## src/rtl/stoch_grad_gate_if.sv

```systemverilog
// Handshake bundle for stoch_grad_gate.
//   slave  : the gate itself (takes flip masks, produces gated masks)
//   master : upstream producer / downstream consumer side
// Signals:
//   in_valid_in, in_ready_out, flip_weight_in[W_SIZE], rate_in[LFSR_W]
//   out_valid_out, out_ready_in, flip_weight_out[W_SIZE], flip_count_out[CNT_W]
interface stoch_grad_gate_if #(
   parameter int W_SIZE = 256,
   parameter int LFSR_W = 13,
   parameter int CNT_W  = $clog2(W_SIZE + 1)
);
   logic              in_valid_in;
   logic              in_ready_out;
   logic [W_SIZE-1:0] flip_weight_in;
   logic [LFSR_W-1:0] rate_in;
   logic              out_valid_out;
   logic              out_ready_in;
   logic [W_SIZE-1:0] flip_weight_out;
   logic [CNT_W-1:0]  flip_count_out;

   modport master (
      output in_valid_in, flip_weight_in, rate_in, out_ready_in,
      input  in_ready_out, out_valid_out, flip_weight_out, flip_count_out
   );

   modport slave (
      input  in_valid_in, flip_weight_in, rate_in, out_ready_in,
      output in_ready_out, out_valid_out, flip_weight_out, flip_count_out
   );
endinterface

```

## src/rtl/stoch_grad_gate.sv

```systemverilog
// stoch_grad_gate: stochastic gate for weight-flip requests.
// Each set bit of the accepted flip mask survives when its lane LFSR value is
// <= the latched rate, i.e. with probability rate/8191. LANES bits are gated per
// cycle; the gated mask and its popcount are returned over the output handshake.
// Ports:
//   clk_in        rising-edge clock
//   rst_in        asynchronous active-low reset
//   bus (slave)   input handshake + mask/rate, output handshake + mask/count
//   seed_valid_in, seed_in   only with STOCH_GRAD_SEED_LOAD_EN defined: reseed
//                            all lanes while idle
// Optional feature macro: STOCH_GRAD_SEED_LOAD_EN
//
// state | meaning
// IDLE  | waiting for a vector, ready high
// RUN   | gating one LANES-wide chunk per cycle
// OUT   | result valid, held until consumed
module stoch_grad_gate #(
   parameter int W_SIZE = 256,
   parameter int LANES  = 16,
   parameter int LFSR_W = 13
) (
   input  logic              clk_in,
   input  logic              rst_in,
`ifdef STOCH_GRAD_SEED_LOAD_EN
   input  logic              seed_valid_in,
   input  logic [LFSR_W-1:0] seed_in,
`endif
   stoch_grad_gate_if.slave  bus
);
   localparam int NCHUNK = W_SIZE / LANES;
   localparam int CNT_W  = $clog2(W_SIZE + 1);
   localparam int CH_W   = (NCHUNK > 1) ? $clog2(NCHUNK) : 1;

   localparam logic [1:0] S_IDLE = 2'd0;
   localparam logic [1:0] S_RUN  = 2'd1;
   localparam logic [1:0] S_OUT  = 2'd2;

   logic [1:0]        r_state;
   logic [CH_W-1:0]   r_chunk;
   logic [W_SIZE-1:0] r_vec;
   logic [LFSR_W-1:0] r_rate;
   logic [W_SIZE-1:0] r_res;
   logic [CNT_W-1:0]  r_cnt;
   logic [LFSR_W-1:0] r_lfsr [LANES];

   logic              w_in_ready;
   logic              w_accept;
   logic [LANES-1:0]  w_slice_in;
   logic [LANES-1:0]  w_slice;
   logic [CNT_W-1:0]  w_slice_cnt;
   logic [LFSR_W-1:0] w_lfsr_nxt [LANES];

   // Lane seed: never zero, spread lanes far apart in the sequence.
   function automatic logic [LFSR_W-1:0] seed_f(input int base, input int lane);
      int v;
      v = 1 + ((base + lane * 1237) % 8191);
      return v[LFSR_W-1:0];
   endfunction

   assign w_in_ready = (r_state == S_IDLE) || ((r_state == S_OUT) && bus.out_ready_in);
   assign w_accept   = bus.in_valid_in && w_in_ready;
   assign w_slice_in = r_vec[r_chunk*LANES +: LANES];

   always_comb begin
      w_slice_cnt = '0;
      for (int i = 0; i < LANES; i++) begin
         w_slice[i]    = w_slice_in[i] && (r_lfsr[i] <= r_rate);
         w_slice_cnt   = w_slice_cnt + CNT_W'(w_slice[i]);
         // x^13 + x^4 + x^3 + x + 1
         w_lfsr_nxt[i] = {r_lfsr[i][LFSR_W-2:0],
                          r_lfsr[i][12] ^ r_lfsr[i][3] ^ r_lfsr[i][2] ^ r_lfsr[i][0]};
      end
   end

   always_ff @(posedge clk_in or negedge rst_in) begin
      if (!rst_in) begin
         r_state <= S_IDLE;
         r_chunk <= '0;
         r_vec   <= '0;
         r_rate  <= '0;
         r_res   <= '0;
         r_cnt   <= '0;
         for (int i = 0; i < LANES; i++) r_lfsr[i] <= seed_f(0, i);
      end else if (w_accept) begin
         // Also taken from OUT: the old result is still shown this cycle.
         r_vec   <= bus.flip_weight_in;
         r_rate  <= bus.rate_in;
         r_res   <= '0;
         r_cnt   <= '0;
         r_chunk <= '0;
         r_state <= S_RUN;
      end else if (r_state == S_RUN) begin
         r_res[r_chunk*LANES +: LANES] <= w_slice;
         r_cnt <= r_cnt + w_slice_cnt;
         for (int i = 0; i < LANES; i++) r_lfsr[i] <= w_lfsr_nxt[i];
         if (r_chunk == CH_W'(NCHUNK - 1)) begin
            r_state <= S_OUT;
         end else begin
            r_chunk <= r_chunk + 1'b1;
         end
      end else if (r_state == S_OUT) begin
         if (bus.out_ready_in) r_state <= S_IDLE;
      end else if (r_state == S_IDLE) begin
`ifdef STOCH_GRAD_SEED_LOAD_EN
         if (seed_valid_in) begin
            for (int i = 0; i < LANES; i++) r_lfsr[i] <= seed_f(int'(seed_in), i);
         end
`endif
      end else begin
         r_state <= S_IDLE;
      end
   end

   assign bus.in_ready_out    = w_in_ready;
   assign bus.out_valid_out   = (r_state == S_OUT);
   assign bus.flip_weight_out = r_res;
   assign bus.flip_count_out  = r_cnt;
endmodule
```

## src/flat_wrapper.sv

```systemverilog
// flat-port wrapper written by rule: the top's interface ports become plain ports
module stoch_grad_gate_flat 
#(
   parameter int W_SIZE = 256,
   parameter int LANES  = 16,
   parameter int LFSR_W = 13
)
  (clk_in, rst_in, bus_in_valid_in, bus_flip_weight_in, bus_rate_in, bus_out_ready_in, bus_in_ready_out, bus_out_valid_out, bus_flip_weight_out, bus_flip_count_out);
  stoch_grad_gate_if #(.W_SIZE(W_SIZE), .LFSR_W(LFSR_W)) bus_i ();
  input  logic clk_in;
  input  logic rst_in;
  input wire logic [$bits(bus_i.in_valid_in)-1:0] bus_in_valid_in;
  input wire logic [$bits(bus_i.flip_weight_in)-1:0] bus_flip_weight_in;
  input wire logic [$bits(bus_i.rate_in)-1:0] bus_rate_in;
  input wire logic [$bits(bus_i.out_ready_in)-1:0] bus_out_ready_in;
  output wire logic [$bits(bus_i.in_ready_out)-1:0] bus_in_ready_out;
  output wire logic [$bits(bus_i.out_valid_out)-1:0] bus_out_valid_out;
  output wire logic [$bits(bus_i.flip_weight_out)-1:0] bus_flip_weight_out;
  output wire logic [$bits(bus_i.flip_count_out)-1:0] bus_flip_count_out;
  assign bus_i.in_valid_in = bus_in_valid_in;
  assign bus_i.flip_weight_in = bus_flip_weight_in;
  assign bus_i.rate_in = bus_rate_in;
  assign bus_i.out_ready_in = bus_out_ready_in;
  assign bus_in_ready_out = bus_i.in_ready_out;
  assign bus_out_valid_out = bus_i.out_valid_out;
  assign bus_flip_weight_out = bus_i.flip_weight_out;
  assign bus_flip_count_out = bus_i.flip_count_out;
  stoch_grad_gate #(.W_SIZE(W_SIZE), .LANES(LANES), .LFSR_W(LFSR_W)) u_core (.clk_in(clk_in), .rst_in(rst_in), .bus(bus_i));
endmodule
```

## config.mk

```make
export PLATFORM = sky130hd
export DESIGN_NAME = stoch_grad_gate_flat
export DESIGN_NICKNAME = d
export VERILOG_FILES = /design/src/rtl/stoch_grad_gate_if.sv /design/src/rtl/stoch_grad_gate.sv /design/src/flat_wrapper.sv
export SDC_FILE = /design/constraint.sdc
export NUM_CORES = 2
export LEC_CHECK = 0
export ABC_AREA = 1
export CORE_UTILIZATION = 35
export CTS_CLUSTER_SIZE = 28
export DETAILED_ROUTE_END_ITERATION = 6
export PLACE_DENSITY = 0.64
export SKIP_LAST_GASP = 1
export SLEW_MARGIN = 5
export SYNTH_ARGS = -nofsm -noshare
export SYNTH_HDL_FRONTEND = slang
export SYNTH_SLANG_ARGS = --single-unit
```

## constraint.sdc

```tcl
create_clock -name clk_in -period 11.05 [get_ports clk_in]
set_input_delay 1.105 -clock clk_in [delete_from_list [all_inputs] [get_ports clk_in]]
set_output_delay 1.105 -clock clk_in [all_outputs]
set_load 0.05 [all_outputs]
```

==> impl_table.tex <==
\begin{tabular}{lr}
\hline
Metric & Value \\
\hline
\multicolumn{2}{l}{\textbf{Outcome}} \\
Run status & finished clean \\
\multicolumn{2}{l}{\textbf{Placement}} \\
Half-perimeter wire length of the detailed placement result & 95.7 mm \\
Number of placed instances, taps included & 6,597 \\
Port bufs & 539 \\
Global placer's final weighted congestion & 0.884 \\
Area after detailed placement & 45,000 um2 \\
\multicolumn{2}{l}{\textbf{GRT}} \\
Number of global-route vias before repair & 32,500 \\
Initial antenna violation count & 10 \\
Final global-route overflow total & 0 \\
Pin count of the biggest net entering global routing & 167 \\
Wire length of the first global-routing pass & 203 mm \\
GRT Total Usage & 0.238 \\
\multicolumn{2}{l}{\textbf{Clock tree}} \\
Clock root buffer master & sky130\_fd\_sc\_hd\_\_clkbuf\_16 \\
Clk pin slew, worst setup/hold paths & 0.06 ns \\
Total number of H-tree levels & 3 \\
Worst-Skew Late Latency & 0.68 ns \\
Post-CTS setup buffer count & 0 \\
Longest Clk Path Bufs & 3 \\
Clock tree from TritonCTS & done \\
CTS sink cnt & 748 \\
Post-CTS resize count & 0 \\
CTS buffer count & 87 \\
Count of hold buffers inserted by post-cts repair & 0 \\
\multicolumn{2}{l}{\textbf{Die}} \\
I/O pin count & 540 \\
Vertical die dimension & 334 um \\
Full die area & 111,000 um2 \\
Row count & 121 \\
Initial standard-cell utilization of the core & 0.354 \\
CORE AREA & 109,000 um2 \\
Overall die width & 334 um \\
\multicolumn{2}{l}{\textbf{Synthesis}} \\
Avg Synthesized Cell Area & 7.97 um2 \\
Cells taking the most area after synthesis & sky130\_fd\_sc\_hd\_\_dfrtp\_1 (42\%), sky130\_fd\_sc\_hd\_\_nand2\_1 (21\%), sky130\_fd\_sc\_hd\_\_ha\_1 (7.5\%), sky130\_fd\_sc\_hd\_\_dfstp\_2 (7.2\%), sky130\_fd\_sc\_hd\_\_nand3\_1 (4.5\%) \\
Adder-cell area share of the yosys netlist & 0.0810 \\
Cell variety after synth & 43 \\
Total standard cell area after synthesis & 38,500 um2 \\
YS warnings & 0 \\
Fraction of synthesized cell area in xor and xnor cells & 0.00844 \\
Simple-gate share of the synthesized area & 0.302 \\
Top-area cell type share of the netlist area & 0.418 \\
Post-synthesis net count & 5,349 \\
Post-synthesis compound-gate area fraction & 0.0529 \\
Syn Inst Count & 4,833 \\
Main combinational cell family by area after synthesis & simple AND/OR/NAND/NOR gates \\
Post-synthesis sequential element count & 748 \\
Share of the yosys chip area belonging to registers & 0.489 \\
Post-synthesis cell type with the largest combined area & sky130\_fd\_sc\_hd\_\_dfrtp\_1 \\
Mux contribution to synthesized area & 0 \\
\multicolumn{2}{l}{\textbf{Worst setup path}} \\
CP peak stage delay & 0.73 ns \\
Worst Path Class, Setup & flop to flop \\
Worst Path Arrival & 7.73 ns \\
Worst-path fanout max & 73 \\
Kind of launch point of the worst setup path & flop \\
Type of element capturing the critical path & flop \\
Cell type of the slowest stage on the worst timing path & sky130\_fd\_sc\_hd\_\_dfrtp\_4 \\
Critical Path RT & 11.66 ns \\
Number of cell instances on the worst register-to-register path & 28 \\
Cell type with the highest occurrence count on the critical path & sky130\_fd\_sc\_hd\_\_nand2\_1 \\
\multicolumn{2}{l}{\textbf{Pwr}} \\
Worst supply voltage drop on vdd & 581 uV \\
Static leakage & 24.0 nW \\
Post-route total power & 12.5 mW \\
Pwr/cell area & 261 nW/um2 \\
\multicolumn{2}{l}{\textbf{Timing}} \\
Setup TNS Final & 0 ns \\
Worst slew margin & 0.256 \\
Final count of negative-setup-slack endpoints & 0 \\
Count of final hold-check violations & 0 \\
Unrepaired setup endpoints after global routing & false \\
Shortest period the worst path allows & 7.12 ns \\
Final Max Tran Viols & 0 \\
Fin crit share & 0.644 \\
Slew @ Worst Pin & 1.11 ns \\
Worst Skew & 0.0441 ns \\
Maximum clock frequency & 140 MHz \\
\multicolumn{2}{l}{\textbf{Layout}} \\
Utilization after layout & 0.439 \\
Area delta synth->final & 24.1\% \\
Total Nets Final & 5,788 \\
Number of standard cells in the layout, taps in and fillers out & 6,760 \\
Total area of multi-input combinational cells & 17,200 um2 \\
Fill count & 10,900 \\
Final design instance area without fill & 47,800 um2 \\
Share of post-route cells with drive strength above 1 & 0.0705 \\
Storage element area & 18,900 um2 \\
\multicolumn{2}{l}{\textbf{Flow run}} \\
Max Cap Viol & 0 \\
\multicolumn{2}{l}{\textbf{Route}} \\
Via count & 33,800 \\
Number of search-and-repair iterations in the first detailed-routing pass & 5 \\
Number of design-rule violations left by the first detailed-router iteration & 2,883 \\
DRC errors left & 0 \\
Number of vias per cell after detailed routing & 4.99 \\
Remaining antenna violation count after routing & 0 \\
Total wire length after detailed routing & 134 mm \\
Detailed-route wire length per cell & 19.8 um \\
\multicolumn{2}{l}{\textbf{Hold path}} \\
Kind of path behind the tightest hold check & input port to async pin \\
\hline
\end{tabular}
==> cells in the final DEF, fill, tap and decap left out, types with 2 or more instances in the layout <==
master                            synthesis  layout
sky130_fd_sc_hd__nand2_1               2149    2149
sky130_fd_sc_hd__dfrtp_1                643     641
sky130_fd_sc_hd__clkdlybuf4s50_1          0     538
sky130_fd_sc_hd__inv_1                  361     360
sky130_fd_sc_hd__nand3_1                350     350
sky130_fd_sc_hd__o21ai_0                280     280
sky130_fd_sc_hd__ha_1                   232     231
sky130_fd_sc_hd__nor2_1                 176     175
sky130_fd_sc_hd__dfstp_2                105     105
sky130_fd_sc_hd__clkbuf_16                0      87
sky130_fd_sc_hd__nand4_1                 83      83
sky130_fd_sc_hd__a21oi_1                 74      74
sky130_fd_sc_hd__buf_4                   20      36
sky130_fd_sc_hd__clkbuf_1                85      29
sky130_fd_sc_hd__clkbuf_8                 0      20
sky130_fd_sc_hd__xor2_1                  18      18
sky130_fd_sc_hd__or2_2                   17      17
sky130_fd_sc_hd__xnor2_1                 16      16
sky130_fd_sc_hd__inv_2                   13      12
sky130_fd_sc_hd__nor3_4                  12      12
sky130_fd_sc_hd__nor2_2                  11      11
sky130_fd_sc_hd__fa_1                    11      11
sky130_fd_sc_hd__nor2_4                   9      10
sky130_fd_sc_hd__clkinv_2                 0      10
sky130_fd_sc_hd__a31oi_2                  8       8
sky130_fd_sc_hd__inv_4                    5       6
sky130_fd_sc_hd__nand3b_1                 5       5
sky130_fd_sc_hd__o21ai_2                  4       4
sky130_fd_sc_hd__o31ai_2                  4       4
sky130_fd_sc_hd__inv_16                   0       3
sky130_fd_sc_hd__clkinvlp_4               0       3
sky130_fd_sc_hd__bufinv_16                0       3
sky130_fd_sc_hd__buf_12                   0       3
sky130_fd_sc_hd__diode_2                  0       2
sky130_fd_sc_hd__nand2_2                  2       2
sky130_fd_sc_hd__nor2_8                   2       2
sky130_fd_sc_hd__a31oi_4                  2       2
sky130_fd_sc_hd__inv_6                    0       2
sky130_fd_sc_hd__clkinv_8                 0       2
==> metrics by stage <==
step                      hold WS (ns)  setup slack (ns)
after global routing             0.496              3.43
after CTS                        0.478              4.02
after detailed placement         0.464              4.00
after global placement           0.462              4.10
final                            0.471              3.93
after floorplan                  0.449              5.78
==> synthesized netlist by cell type, drive strengths merged <==
cell and number:
clkinv 1, dfrtp 643, nand2 2153, nor2 198, buf 143, o211ai 1
ha 232, or2 17, xor2 18, nor3b 1, xnor2 17, a21oi 74
a31oi 11, nor4 1, nor3 13, clkbuf 85, nand4 84, o21ai 285
dfstp 105, o31ai 5, nand3b 5, inv 379, fa 11, nand3 351
==> state kept, by name, summed over array words and instances (netlist names) <==
signal                      count
u_core.r_state                  2
u_core.r_vec                  256
u_core.bus.flip_weight_out    256
u_core.bus.flip_count_out       9
u_core.r_lfsr                 208
u_core.r_chunk                  4
u_core.r_rate                  13
==> cells by family (layout without fill, tap and decap cells) <==
group / after synthesis / in the layout
AOI/OAI and AO/OA: 376 / 376
adders and majority gates: 243 / 243
DFF: 748 / 748
and+or+nand+nor: 2823 / 2823
other: 0 / 2
buffers and inverters: 608 / 1119
xor gates and xnor gates: 35 / 35
==> path summary, 6_finish.rpt <==
path                                   startpoint                            to  slack (ns)
worst min register to register  u_core.r_lfsr[43]             u_core.r_lfsr[44]        0.47
min in group clk_in             u_core.r_lfsr[43]             u_core.r_lfsr[44]        0.47
max in group asynchronous                  rst_in             u_core.r_chunk[0]        8.23
worst min-delay path                       rst_in               u_core.r_vec[7]        0.47
worst max register to register  u_core.r_chunk[0]  u_core.bus.flip_count_out[6]        3.93
worst max-delay path            u_core.r_chunk[0]  u_core.bus.flip_count_out[6]        3.93
==> routing by layer <==
layer  track usage  wire length, um  vias up  share of wire
met2         0.376            61200     1193           0.46
li1              -                -    16100              -
met3        0.0470             9730      229          0.073
met1         0.324            58400    16200           0.44
met5             0               29        -        0.00022
met4        0.0853             4810        4          0.036
==> critical path: cells and delay by family (launching register included) <==
| family | cells | cell delay [ns] |
|---|---|---|
| AOI/OAI and AO/OA | 3 | 0.31 |
| and+or+nand+nor | 12 | 1.49 |
| buffers and inverters | 6 | 1.61 |
| adders and majority gates | 7 | 2.88 |
| DFF | 1 | 0.73 |
==> final cells by class <==
class,instances,area share
flip-flops and latches,748,0.394
multi-input cells,3477,0.359
repair buffers,578,0.120
clock buffers,136,0.0535
well taps,1414,0.0370
inverters,380,0.0303
clock inverters,25,0.00651
diodes,2,0.000105
==> power by group <==
group / total [mW] / switching (mW) / internal (mW)
Sequential: 3.59 / 0.343 / 3.25
Clock: 2.92 / 1.24 / 1.68
Combinational: 5.98 / 4.26 / 1.72
Note: power is estimated with default switching activity, not from simulation.
